==> config.mk <==
export PLATFORM = sky130hd
export DESIGN_NAME = fetch_queue
export DESIGN_NICKNAME = d
export VERILOG_FILES = /design/src/rtl/fetch_queue.sv
export SDC_FILE = /design/constraint.sdc
export NUM_CORES = 1
export LEC_CHECK = 0
export ABC_AREA = 1
export BUFFER_PORTS_ARGS = -buffer_cell sky130_fd_sc_hd__buf_2
export CAP_MARGIN = 20
export CORE_ASPECT_RATIO = 0.8
export CORE_MARGIN = 3
export CORE_UTILIZATION = 58
export DETAILED_ROUTE_END_ITERATION = 10
export PLACE_DENSITY_LB_ADDON = 0.2
export SYNTH_ARGS = -nofsm -noshare
export SYNTH_HDL_FRONTEND = slang
export SYNTH_SLANG_ARGS = --single-unit
==> constraint.sdc <==
create_clock -name clk -period 3.5 [get_ports clk]
set_clock_uncertainty 0.2 [all_clocks]
set_input_delay 0.175 -clock clk [delete_from_list [all_inputs] [get_ports clk]]
set_output_delay 0.175 -clock clk [all_outputs]
set_load 0.1 [all_outputs]
==> src/rtl/fetch_queue.sv <==
// fetch_queue: fetch stage with one outstanding memory read and a
// small prefetch queue. Define FETCH_DISCARD_CNT_EN for discard_cnt.
module fetch_queue #(
  parameter int WIDTH = 8,
  parameter int DATA_WIDTH = 8,
  parameter int DEPTH = 4,
  parameter logic [WIDTH-1:0] RESET_ADDR = '0
) (
  input  logic                  clk,
  input  logic                  reset,
  input  logic                  redirect,
  input  logic [WIDTH-1:0]      redirect_addr,
  output logic                  mem_req,
  output logic [WIDTH-1:0]      mem_addr,
  input  logic                  mem_ack,
  input  logic [DATA_WIDTH-1:0] mem_rdata,
  output logic                  ins_valid,
  input  logic                  ins_ready,
  output logic [DATA_WIDTH-1:0] ins_data,
  output logic [WIDTH-1:0]      ins_pc
`ifdef FETCH_DISCARD_CNT_EN
  ,
  output logic [7:0]            discard_cnt
`endif
);

  localparam int PW = (DEPTH > 1) ? $clog2(DEPTH) : 1;
  localparam int CW = $clog2(DEPTH + 1);
  localparam logic [CW-1:0] FULL = CW'(DEPTH);
  localparam logic [CW-1:0] ONE = CW'(1);

  typedef enum logic [1:0] {
    IDLE,
    REQ,
    DISCARD
  } state_t;

  state_t state, state_d;

  logic [WIDTH-1:0]      fetch_addr;
  logic [WIDTH-1:0]      hold_addr;
  logic [WIDTH-1:0]      pc_q   [DEPTH];
  logic [DATA_WIDTH-1:0] word_q [DEPTH];
  logic [PW-1:0]         head;
  logic [PW-1:0]         tail;
  logic [CW-1:0]         count;
  logic [CW-1:0]         count_pop;
  logic                  pop;
  logic                  push;
  logic                  drop;

  // A pop in a redirect cycle is ignored: the flush wins.
  assign pop = ins_valid & ins_ready & ~redirect;
  assign count_pop = count - (pop ? ONE : '0);

  // Next state; a request only starts when a slot is free for its reply.
  always_comb begin
    state_d = state;
    push = 1'b0;
    drop = 1'b0;
    unique case (state)
      IDLE: begin
        if (!redirect && count_pop < FULL) begin
          state_d = REQ;
        end
      end
      REQ: begin
        if (mem_ack) begin
          if (redirect) begin
            drop = 1'b1;
            state_d = IDLE;
          end else begin
            push = 1'b1;
            if (count_pop >= FULL - ONE) begin
              state_d = IDLE;
            end
          end
        end else if (redirect) begin
          state_d = DISCARD;
        end
      end
      DISCARD: begin
        if (mem_ack) begin
          drop = 1'b1;
          state_d = IDLE;
        end
      end
      default: state_d = IDLE;
    endcase
  end

  // State register.
  always_ff @(posedge clk) begin
    if (!reset) begin
      state <= IDLE;
    end else begin
      state <= state_d;
    end
  end

  // Fetch address, stale-request address and queue storage.
  always_ff @(posedge clk) begin
    if (!reset) begin
      fetch_addr <= RESET_ADDR;
      hold_addr <= RESET_ADDR;
      head <= '0;
      tail <= '0;
      count <= '0;
      for (int i = 0; i < DEPTH; i++) begin
        pc_q[i] <= '0;
        word_q[i] <= '0;
      end
    end else if (redirect) begin
      fetch_addr <= redirect_addr;
      head <= '0;
      tail <= '0;
      count <= '0;
      if (state == REQ) begin
        hold_addr <= fetch_addr;
      end
    end else begin
      if (push) begin
        pc_q[tail] <= fetch_addr;
        word_q[tail] <= mem_rdata;
        tail <= tail + PW'(1);
        fetch_addr <= fetch_addr + WIDTH'(1);
      end
      if (pop) begin
        head <= head + PW'(1);
      end
      count <= count_pop + (push ? ONE : '0);
    end
  end

  assign mem_req = (state != IDLE);
  assign mem_addr = (state == DISCARD) ? hold_addr : fetch_addr;
  assign ins_valid = (count != '0);
  assign ins_data = ins_valid ? word_q[head] : '0;
  assign ins_pc = ins_valid ? pc_q[head] : '0;

`ifdef FETCH_DISCARD_CNT_EN
  logic [8:0] dsum;

  assign dsum = {1'b0, discard_cnt}
              + 9'(redirect ? count : '0)
              + 9'(drop);

  // Saturating count of flushed entries and dropped replies.
  always_ff @(posedge clk) begin
    if (!reset) begin
      discard_cnt <= '0;
    end else begin
      discard_cnt <= dsum[8] ? 8'hFF : dsum[7:0];
    end
  end
`endif

endmodule
==> metrics.md <==
| Metric | Value |
|---|---|
| Syn. warnings | `0` |
| Via count | `3,482` |
| Cell area power density | `532 nW/um^2` |
| Net Switching | `0.000877 W` |
| Layout cell share with drive strength beyond 1 | `14.1%` |
| First-pass GRT wire length | `16,200 um` |
| H-tree Lvls | `3` |
| DIE AREA | `8490 sq um` |
| Clock sink count | `91` |
| Most frequent cells in the layout | `nor2_1 (132), edfxtp_1 (64), inv_1 (57), o21ai_0 (56), nand2_1 (52)` |
| Floorplan row count | `27` |
| Cts repair resizes | `0` |
| CP arrival | `2.55 ns` |
| Final #Nets | `576` |
| Int Pwr | `0.00174 W` |
| FMAX | `342 MHz` |
| Largest net degree at the start of global routing | `33` |
| I/O pin count | `47` |
| Syn Nets | `523` |
| Syn_area_per_cell | `8.65 sq um` |
| HP Class | `input port to register` |
| RSZ-0062 raised after global routing | `no` |
| CTS max path bufs | `2` |
| Die Ht | `83.0 um` |
| Avg WL per Cell | `15.1 um` |
| Placeable Area | `7030 sq um` |
| GRT Residual Overflow | `0` |
| Max Cap Viol | `0` |
| Minimum clock period | `2.93 ns` |
| P_leak | `2.04 nW` |
| VDD IR max | `354 uV` |
| WP data required | `3.12 ns` |
| Clock Tree Root | `clkbuf_8` |
| Starting Density | `61.2%` |
| Vias/cell | `5.42` |
| Cells after Synth | `497` |
| Fin. Hold Viols | `0` |
| Seq/Total Area, Yosys | `57.3%` |
| CTS tree | `yes` |
| Number of diodes | `0` |
| Initial antenna violation count | `0` |
| Chip Width | `102 um` |
| Slew @ Worst Pin | `0.839 ns` |
| Power share of the sequential group | `48.3%` |
| GPL Wtd Cong | `0.858` |
| Fin Setup TNS | `0 ns` |
| PortBufs | `46` |
| Fill count | `572` |
| Cell variety after synth | `27` |
| Crit start category | `register` |
| Final setup fails | `0` |
| Hold Path Depth | `5` |
| Max-slew violations | `0` |
| FF/Latch Area | `2460 sq um` |
| Clock power share | `28.4%` |
| Initial drt markers | `311` |
| Comb power frac | `23.2%` |
| Crit-path max FO | `17` |
| Drt drc | `0` |
| CP Class | `register to primary output` |
| Relative slew slack | `44.0%` |
| Vias in the first global route | `3,315` |
| Antenna Violating Nets Remaining | `0` |
| Total GRT Usage | `24.4%` |
| Clk slew on worst S/H paths | `0.09 ns` |
| Commonest non-fill, non-tap cell in the layout | `nor2_1` |
| Final period util | `83.6%` |
| Switching share of power | `33.5%` |
| Clock Latency Late Sink | `0.35 ns` |
| Area of the multi-input gates | `1490 sq um` |
| Initial DRT Pass Iterations | `5` |
| Syn Std Cell Area | `4300 sq um` |
| Status | `complete, no violations` |
| CTS Buf Count | `9` |
| Reg2Reg Depth | `7` |
| Post-DP HPWL | `6460 um` |
| Final Util | `70.0%` |
| Endpoint type of the worst setup path | `primary output` |
| FF+latch count, synth | `91` |
| Wirelength, routed | `9710 um` |
| Area Growth Syn to Fin | `14.4%` |
## metal layers
metal	vias to the layer above	global-route usage (%)	share of wire, %
met4	0	5.13	0.64
met5	-	0	0
met2	146	37.0	46
li1	1721	-	-
met3	7	4.87	7.8
met1	1608	36.5	45
## registers in the layout (all words and copies together), names as in the netlist, named ones only
signal      flops
pc_q           32
state           2
word_q         32
tail            2
count           3
head            2
fetch_addr      8
hold_addr       8
## power by group through the flow
| stage | clock network (W) | registers, W | logic (W) |
|---|---|---|---|
| 2_1_floorplan | 0 | 0.00128 | 0.000489 |
| 3_3_place_gp | 0 | 0.00129 | 0.000580 |
| 3_5_place_dp | 0 | 0.00129 | 0.000590 |
| 4_1_cts | 0.000753 | 0.00127 | 0.000606 |
| 5_1_grt | 0.000797 | 0.00127 | 0.000659 |
| 6_report | 0.000744 | 0.00127 | 0.000608 |
## area by class of cell
| type | count | share of cell area [%] |
|---|---|---|
| timing repair buffer | 64 | 8.19 |
| tap | 87 | 2.21 |
| clock inverter | 1 | 0.178 |
| multi-input combinational | 322 | 30.4 |
| inverter | 62 | 4.73 |
| sequential | 91 | 50.1 |
| clock buffer | 15 | 4.25 |
## timing repair
| action | 4_1_cts | 5_1_grt |
|---|---|---|
| hold buffers | 15 | 0 |
| buffers inserted | 0 | 0 |
| endpoints found under the setup margin | 0 | 0 |
| endpoints found under the hold margin | 24 | 0 |
## through the flow
stage | power (W) | area (sq um) | worst slack, ns | instances | hold WS, ns
6_report | 0.00262 | 4920 | 0.573 | 642 | 0.00435
5_1_grt | 0.00273 | 4920 | 0.361 | 642 | 0.0228
4_1_cts | 0.00262 | 4920 | 0.564 | 642 | 0.00257
3_5_place_dp | 0.00188 | 4550 | 0.880 | 611 | 0.245
3_3_place_gp | 0.00187 | 4550 | 0.950 | 611 | 0.232
2_1_floorplan | 0.00177 | 4300 | 0.0151 | 497 | 0.113
## cell usage after synthesis
master    number  share of area, %
a21oi_1       34               4.0
a22oi_1        1              0.17
a31oi_1        2              0.29
buf_2          8              0.93
buf_4          2              0.35
buf_6          2              0.52
clkbuf_1      10              0.87
dfxtp_1       27                13
edfxtp_1      64                45
ha_1           5               1.5
inv_1         57               5.0
inv_2          5              0.44
nand2_1       52               4.5
nand2_2        2              0.29
nand2_4        1              0.26
nand3_1       14               1.6
nand4_1        1              0.15
nor2_1       132                12
nor2_2         2              0.29
nor2_4         3              0.79
nor2_8         1              0.47
nor3_1         9               1.0
o211ai_1       1              0.17
o21a_1         1              0.17
o21ai_0       57               6.6
o31ai_1        1              0.17
xor2_1         3              0.61
## path summary, 6_finish.rpt
check / startpoint / end / slack (ns)
max: register / ins_data[5] / 0.57
min: redirect_addr[7] / fetch_addr[7] / 0.004
max reg2reg: state[1] / pc_q[0][2] / 0.90
min reg2reg: hold_addr[3] / hold_addr[3] / 0.25
## critical path, stage by stage (launching register included)
cell,delay (ns)
dfxtp_1,0.77
inv_1,0.49
nor2_1,0.19
o21ai_0,0.11
a21oi_1,0.17
buf_2,0.45
## cell families after synthesis
family / Yosys count / synth area share, %
DFF: 91 / 57.3
AOI/OAI and AO/OA: 97 / 11.6
adders and majority gates: 5 / 1.46
buffers and inverters: 84 / 8.09
and+or+nand+nor: 217 / 21.0
xor gates and xnor gates: 3 / 0.611
No activity file was read; power rests on OpenSTA's default activity.
